===== config.mk =====
export PLATFORM = sky130hd
export DESIGN_NAME = word_serializer_32to8
export DESIGN_NICKNAME = d
export VERILOG_FILES = /design/src/rtl/word_serializer_32to8_pkg.sv /design/src/rtl/word_serializer_32to8_byte_select.sv /design/src/rtl/word_serializer_32to8.sv
export SDC_FILE = /design/constraint.sdc
export NUM_CORES = 1
export LEC_CHECK = 0
export CORE_MARGIN = 5
export CORE_UTILIZATION = 36
export DETAILED_ROUTE_END_ITERATION = 8
export GPL_ROUTABILITY_DRIVEN = 0
export MAX_ROUTING_LAYER = met4
export SLEW_MARGIN = 20
export SYNTH_ARGS = -nofsm -noshare
export SYNTH_HDL_FRONTEND = slang
export SYNTH_HIERARCHICAL = 1
export SYNTH_SLANG_ARGS = --single-unit

===== constraint.sdc =====
create_clock -name clk -period 3 [get_ports clk]
set_input_delay 0.6 -clock clk [delete_from_list [all_inputs] [get_ports clk]]
set_output_delay 0.6 -clock clk [all_outputs]
set_load 0.1 [all_outputs]

===== src/rtl/word_serializer_32to8_pkg.sv =====
// Shared types and constants for the 32-to-8 word serializer.
// Optional parity output is enabled by defining WORD_SERIALIZER_PARITY_EN.
package word_serializer_32to8_pkg;

  localparam int unsigned BYTES_PER_WORD = 4;
  localparam int unsigned BYTE_W         = 8;
  localparam int unsigned WORD_W         = BYTES_PER_WORD * BYTE_W;
  localparam int unsigned IDX_W          = $clog2(BYTES_PER_WORD);

  typedef enum logic [1:0] {
    StIdle,
    StFetch,
    StSend
  } state_e;

  // Map a logical byte index to its physical lane within the word.
  function automatic logic [IDX_W-1:0] byte_lane(input logic [IDX_W-1:0] idx,
                                                 input bit lsb_first);
    if (lsb_first) begin
      return idx;
    end
    return IDX_W'(BYTES_PER_WORD - 1) - idx;
  endfunction

endpackage


===== src/rtl/word_serializer_32to8_byte_select.sv =====
// Combinational byte picker: returns one byte of a word by logical index and send order.
module word_serializer_32to8_byte_select
  import word_serializer_32to8_pkg::*;
#(
  parameter bit LSB_FIRST = 1'b1
) (
  input  logic [WORD_W-1:0] word,
  input  logic [IDX_W-1:0]  idx,
  output logic [BYTE_W-1:0] byte_out
);

  logic [IDX_W-1:0] lane;

  always_comb begin
    lane     = byte_lane(idx, LSB_FIRST);
    byte_out = word[lane*BYTE_W +: BYTE_W];
  end

endmodule


===== src/rtl/word_serializer_32to8.sv =====
// Pops 32-bit words from an upstream FIFO and streams them out as bytes with a valid/ready port.
// Defining WORD_SERIALIZER_PARITY_EN adds an out_parity output (XOR of out_data).
module word_serializer_32to8
  import word_serializer_32to8_pkg::*;
#(
  parameter bit LSB_FIRST = 1'b1
) (
  input  logic              clk,
  input  logic              rst_n,
  input  logic              fifo_empty,
  output logic              fifo_rd_en,
  input  logic [WORD_W-1:0] fifo_rd_data,
  output logic [BYTE_W-1:0] out_data,
  output logic              out_valid,
  input  logic              out_ready,
  output logic              busy,
  output logic [15:0]       byte_cnt
`ifdef WORD_SERIALIZER_PARITY_EN
  ,
  output logic              out_parity
`endif
);

  state_e            state_q;
  logic [WORD_W-1:0] hold_q;
  logic [IDX_W-1:0]  idx_q;
  logic              valid_q;
  logic [15:0]       cnt_q;

  logic              handshake;
  logic              last_byte;
  logic [BYTE_W-1:0] sel_byte;

  assign handshake = valid_q && out_ready;
  assign last_byte = (idx_q == IDX_W'(BYTES_PER_WORD - 1));

  // Pop is gated by rst_n so the FIFO is never drained while held in reset.
  always_comb begin
    fifo_rd_en = 1'b0;
    if (rst_n) begin
      unique case (state_q)
        StIdle:  fifo_rd_en = !fifo_empty;
        StSend:  fifo_rd_en = handshake && last_byte && !fifo_empty;
        default: fifo_rd_en = 1'b0;
      endcase
    end
  end

  always_ff @(posedge clk or negedge rst_n) begin
    if (!rst_n) begin
      state_q <= StIdle;
      hold_q  <= '0;
      idx_q   <= '0;
      valid_q <= 1'b0;
      cnt_q   <= '0;
    end else begin
      unique case (state_q)
        StIdle: begin
          if (!fifo_empty) begin
            state_q <= StFetch;
          end
        end
        StFetch: begin
          hold_q  <= fifo_rd_data;
          idx_q   <= '0;
          valid_q <= 1'b1;
          state_q <= StSend;
        end
        StSend: begin
          if (handshake) begin
            cnt_q <= cnt_q + 16'd1;
            if (!last_byte) begin
              idx_q <= idx_q + IDX_W'(1);
            end else begin
              valid_q <= 1'b0;
              state_q <= fifo_empty ? StIdle : StFetch;
            end
          end
        end
        default: state_q <= StIdle;
      endcase
    end
  end

  word_serializer_32to8_byte_select #(
    .LSB_FIRST (LSB_FIRST)
  ) u_byte_select (
    .word     (hold_q),
    .idx      (idx_q),
    .byte_out (sel_byte)
  );

  assign out_valid = valid_q;
  assign busy      = (state_q != StIdle);
  assign byte_cnt  = cnt_q;

`ifdef WORD_SERIALIZER_PARITY_EN
  assign out_data   = sel_byte;
  assign out_parity = ^sel_byte;
`else
  assign out_data   = sel_byte;
`endif

endmodule


==> results of run 1 <==
[Yosys cell counts]
cell type,n
dfrtp_1,53
mux2_2,32
nand2_1,13
xnor2_1,12
mux4_2,8
nand4_1,8
nand3_1,4
buf_4,3
nor2_1,3
o21ai_0,3
xor2_1,3
and3_1,2
ha_1,2
a211oi_1,1
a21oi_1,1
and2_1,1
and4_1,1
and4b_2,1
buf_2,1
buf_6,1
clkbuf_2,1
mux2i_1,1
nand2b_1,1
nand4b_4,1
nor3_1,1
nor4_1,1
nor4_4,1
or2_2,1
[flip-flops by register name (all words and copies together), names as in the netlist]
register,count
hold_q,32
byte_cnt,16
idx_q,2
state_q,2
out_valid,1
[where the power goes]
group | internal (uW) | total (uW) | switching (uW)
combinational | 662 | 2010 | 1350
sequential | 987 | 1180 | 189
clock | 243 | 465 | 222
[per-layer routing]
metal,vias to the layer above,global-route usage [%]
li1,716,-
met1,726,18.6
met2,47,18.6
met3,2,3.67
met4,0,2.98
met5,-,-
[area by class of cell]
cell class | count | area, sq um
clock buffer | 5 | 68.8
clock inverter | 2 | 35.0
fill | 567 | 3260
multi-input combinational | 102 | 972
sequential | 53 | 1330
tap | 77 | 96.3
timing repair buffer | 66 | 591
[kinds of logic (layout without fill, tap and decap cells)]
| family | Yosys count | after routing | share of synthesized area (%) |
|---|---|---|---|
| multiplexers | 41 | 41 | 23.5 |
| AND/OR/NAND/NOR | 39 | 39 | 10.2 |
| adder cells (fa/ha/maj) | 2 | 2 | 1.07 |
| XOR/XNOR | 15 | 15 | 5.61 |
| AO/OA/AOI/OAI | 5 | 5 | 1.17 |
| flip-flops | 53 | 53 | 56.6 |
| buffers and inverters | 6 | 73 | 1.87 |
[worst max path at each step]
| stage | startpoint | to | slack [ns] | cells past startpoint |
|---|---|---|---|---|
| 3_5_place_dp | out_ready | fifo_rd_en | 0.42 | 5 |
| 6_report | out_ready | fifo_rd_en | 0.43 | 5 |
| 4_1_cts | out_ready | fifo_rd_en | 0.41 | 5 |
| 2_1_floorplan | out_valid | fifo_rd_en | 0.15 | 3 |
| 5_1_grt | out_ready | fifo_rd_en | 0.34 | 5 |
| 3_3_place_gp | out_ready | fifo_rd_en | 0.46 | 5 |
[stage by stage]
stage / total power (uW) / std cells / util [%]
2_1_floorplan: 2810 / 161 / -
3_3_place_gp: 3200 / 298 / 47.0
6_report: 3650 / 305 / 48.7
4_1_cts: 3700 / 305 / 48.7
3_5_place_dp: 3230 / 298 / 47.0
5_1_grt: 3840 / 305 / 48.7
==> reports/summary.txt, run 1 <==
Outcome - complete, no violations
Area Growth Syn to Fin - 31.9%
Worst Tran Pin Value - 0.662 ns
Peak VDD IR - 0.000776 V
CTS buffer count - 5
Reg2reg setup slack - 1.28 ns
Drt first-iter violations - 48
HP Class - input pin to async pin
Crit Path Max Fanout - 4
Startpoint Class - input pin
Leak pwr - 0.00136 uW
Vias per inst - 4.89
Max-cap viol count - 0
Hold Slack - 0.470 ns
Post-Syn Area - 2340 sq um
Post-CTS Hold Fix Bufs - 0
Clk_lat worst skew - 0.30 ns
Post-place setup slack - 0.423 ns
Die Width - 90.7 um
Metal2 WL - 2120 um
Largest net degree at the start of global routing - 54
Total wire length - 4840 um
Die footprint - 8220 sq um
Initial Util - 36.9%
Slew HR - 55.9%
Wire per inst - 15.9 um
Placement Cell Area - 2990 sq um
DRC viols - 0
Initial antenna violation count - 0
Crit path required time - 2.40 ns
R2r worst-path depth - 5
Final worst clock skew - 0.00783 ns
#FFs+latches synth - 53
Crit-path cells - clkdlybuf4s50_1, nand3_1, a211oi_1, and2_1, buf_12
Clk root buf - clkbuf_8
Vias in the first global route - 1656
Port buffer count - 62
H-Tree Depth - 2
Commonest non-fill, non-tap cell in the layout - dfrtp_1
Core Region - 6350 sq um
Reg clk slew, reported paths - 0.09 ns
CTS max path bufs - 2
Fin. max-slew vios - 0
Setup Viol. Count Final - 0
Top delay family on crit path - buffers and inverters
Worst R2R End - byte_cnt[14]
PD cells - 1180 nW/um^2
Commonest cells after routing, fill and taps aside - dfrtp_1 (53), clkdlybuf4s50_1 (34), mux2_2 (32), buf_4 (30), nand2_1 (13)
Buf+Inv Stages, Crit Path - 2
Fin nets - 266
Post-synthesis average cell area - 14.5 sq um
RSZ-0062 raised after global routing - false
Setup TNS - 0 ns
GRT Util Overall - 13.1%
Antenna viol nets, final - 0
Slowest cell delay on critical path - 0.55 ns
Seq/Total Area, Yosys - 56.6%
Routed vias - 1491
WL met1 - 2470 um
Post-DP HPWL - 3440 um
Reg-to-reg startpoint - byte_cnt[0]
Top layer in use - met4
Post-synth top area cell - dfrtp_1
Drt pass-1 iters - 4
Worst EP arrival - 1.97 ns
Post-CTS sizing - 0
Layout cells sized above 1 - 36.4%
Synth cell types - 28
Global route total overflow - 0
Final setup margin - 0.426 ns
WS Path Type - input pin to output port
Yosys top cell area share - 56.6%
First-pass GRT wire length - 8460 um
Cell area after layout - 3090 sq um
Slowest-stage cell, CP - clkdlybuf4s50_1
Die height - 90.7 um
Final Critical Period - 2.57 ns
Yosys warnings - 6
Final Cycle Share - 85.8%
Crit. End Element - output port
DR WL met3 - 225 um
Ports - 63
F_max - 0.389 GHz
Diode count - 0
Syn Nets - 199
Ranking of synthesized cells by area - dfrtp_1 (57%), mux2_2 (15%), mux4_2 (7.7%), xnor2_1 (4.5%), nand4_1 (2.1%)
Post-Syn Instances - 161
FP Rows - 29
Setup bufs post-CTS - 0
Num Clock Sinks - 53
CTS tree - yes
Fin. Hold Viols - 0
Power figures use the tool's default switching activity.
==> run 2, diff against run 1 <==
- CORE_UTILIZATION: 36 -> 51
- PLACE_DENSITY: not set -> 0.84
- SKIP_LAST_GASP: not set -> 1
==> run 2 against run 1 <==
Against the previous run:
- via count is 2.4% higher
- global-route usage is 3.9 points higher
- clock power is 18% lower
- critical path type unchanged
- sequential cell count stayed put
- worst setup slack better by 0.021 ns
==> reports/summary.txt, run 2 (synthesis results as in run 1) <==
Outcome - complete, no violations
Max reg flops - 32 (unchanged)
Slowest cell delay on critical path - 0.55 ns (about the same)
GRT Util Overall - 17.0% (+3.9 points)
Port buffer count - 62 (unchanged)
FP Rows - 24 (-17%)
Layout fillers - 334 (-41%)
Largest net degree at the start of global routing - 54 (unchanged)
Crit-path cells - clkdlybuf4s50_1, nand3_1, a211oi_1, and2_1, buf_12
Reg with most FFs - hold_q
RSZ-0062 raised after global routing - false
F_max - 0.392 GHz (+0.84%)
PD cells - 1180 nW/um^2 (-0.50%)
CTS tree - yes
Global route total overflow - 0 (unchanged)
Final worst clock skew - 0.00534 ns (-0.00249 ns)
First-pass GRT wire length - 8070 um (-4.6%)
Final Critical Period - 2.55 ns (-0.0214 ns)
CTS buffer count - 5 (unchanged)
Die footprint - 6050 sq um (-26%)
Area Growth Syn to Fin - 29.6%
Initial antenna violation count - 0 (unchanged)
Layout cells sized above 1 - 36.2% (-0.16 points)
Slowest-stage cell, CP - clkdlybuf4s50_1
Buf+Inv Stages, Crit Path - 2 (unchanged)
Ports - 63 (unchanged)
Drt pass-1 iters - 4 (unchanged)
Peak VDD IR - 0.000687 V (-12%)
Fin. max-slew vios - 0 (unchanged)
Initial Util - 53.1% (+16 points)
Startpoint Class - input pin
DRC viols - 0 (unchanged)
Num Clock Sinks - 53 (unchanged)
Crit. End Element - output port
Setup bufs post-CTS - 0 (unchanged)
Worst EP arrival - 1.95 ns (-0.02 ns)
Die Width - 77.8 um (-14%)
Commonest non-fill, non-tap cell in the layout - dfrtp_1
Leak pwr - 0.00135 uW (-0.67%)
Total wire length - 4590 um (-5.2%)
Max-cap viol count - 0 (unchanged)
CTS max path bufs - 2 (unchanged)
Final Cycle Share - 85.1% (-0.71 points)
Routed vias - 1527 (+2.4%)
WS Path Type - input pin to output port
Die height - 77.8 um (-14%)
Post-CTS Hold Fix Bufs - 0 (unchanged)
Crit Path Max Fanout - 4 (unchanged)
Commonest cells after routing, fill and taps aside - dfrtp_1 (53), clkdlybuf4s50_1 (34), mux2_2 (32), buf_4 (30), nand2_1 (13)
Worst Tran Pin Value - 0.645 ns (-0.0166 ns)
Antenna viol nets, final - 0 (unchanged)
Drt first-iter violations - 78 (+63%)
Diode count - 0 (unchanged)
Post-CTS sizing - 0 (unchanged)
Vias per inst - 5.43 (+11%)
Reg clk slew, reported paths - 0.09 ns (about the same)
Cell area after layout - 3040 sq um (-1.7%)
Slew HR - 57.0% (+1.1 points)
Fin nets - 266 (unchanged)
Wire per inst - 16.3 um (+2.9%)
Core Region - 4410 sq um (-30%)
Post-DP HPWL - 3300 um (-3.9%)
Setup TNS - 0 ns (unchanged)
Clk root buf - clkbuf_8
HP Class - flop to flop
Vias in the first global route - 1661 (+0.30%)
Crit path required time - 2.40 ns (about the same)
Top delay family on crit path - buffers and inverters
Placement Cell Area - 2950 sq um (-1.0%)
H-Tree Depth - 2 (unchanged)
Hold Slack - 0.492 ns (+0.0221 ns)
Clk_lat worst skew - 0.30 ns (about the same)
Setup Viol. Count Final - 0 (unchanged)
Fin. Hold Viols - 0 (unchanged)
run 2: changes by cell type in the layout (fill, tap and decap cells not counted):
cell | before | now
clkinv_2 | 1 | 2
clkbuf_1 | 0 | 1
bufinv_16 | 1 | 0
run 2: report_power, final:
part	internal, uW	switching, uW	leakage, uW
combinational	664	1340	0.000650
clock	162	221	0.0000450
sequential	987	196	0.000655
total	1810	1760	0.00135
run 2: through the flow:
| step | cells | utilization [%] | setup slack, ns | power (uW) |
|---|---|---|---|---|
| after global placement | 273 | 66.9 | 0.476 | 3180 |
| after global routing | 281 | 68.8 | 0.348 | 3760 |
| after CTS | 281 | 68.8 | 0.438 | 3610 |
| final | 281 | 68.8 | 0.448 | 3570 |
| after detailed placement | 273 | 66.9 | 0.440 | 3220 |
| after floorplan | 161 | - | 0.147 | 2810 |
run 2: final timing paths:
kind / slack (ns) / startpoint / end / cells past startpoint
worst min-delay path: 0.49 / byte_cnt[15] / byte_cnt[15] / 1
worst max-delay path: 0.45 / out_ready / fifo_rd_en / 5
max in group asynchronous: 2.08 / rst_n / hold_q[27] / 2
worst min register to register: 0.49 / byte_cnt[15] / byte_cnt[15] / 1
worst max register to register: 1.38 / byte_cnt[0] / byte_cnt[12] / 5
min in group asynchronous: 0.50 / rst_n / byte_cnt[13] / 2
run 2: per-layer routing:
layer	up-vias	track usage, %	routed length, um
met5	-	-	0
met4	0	4.64	50
met3	7	5.09	284
met2	44	27.1	2260
met1	763	21.1	1990
li1	713	-	-
run 2: cell type report:
type | instances | area, sq um | share of cell area [%]
Tap cell | 52 | 65.1 | 2.14
Clock buffer | 6 | 72.6 | 2.39
Clock inverter | 2 | 10.0 | 0.330
Multi-Input combinational cell | 102 | 972 | 32.0
Timing Repair Buffer | 66 | 591 | 19.4
Sequential cell | 53 | 1330 | 43.7
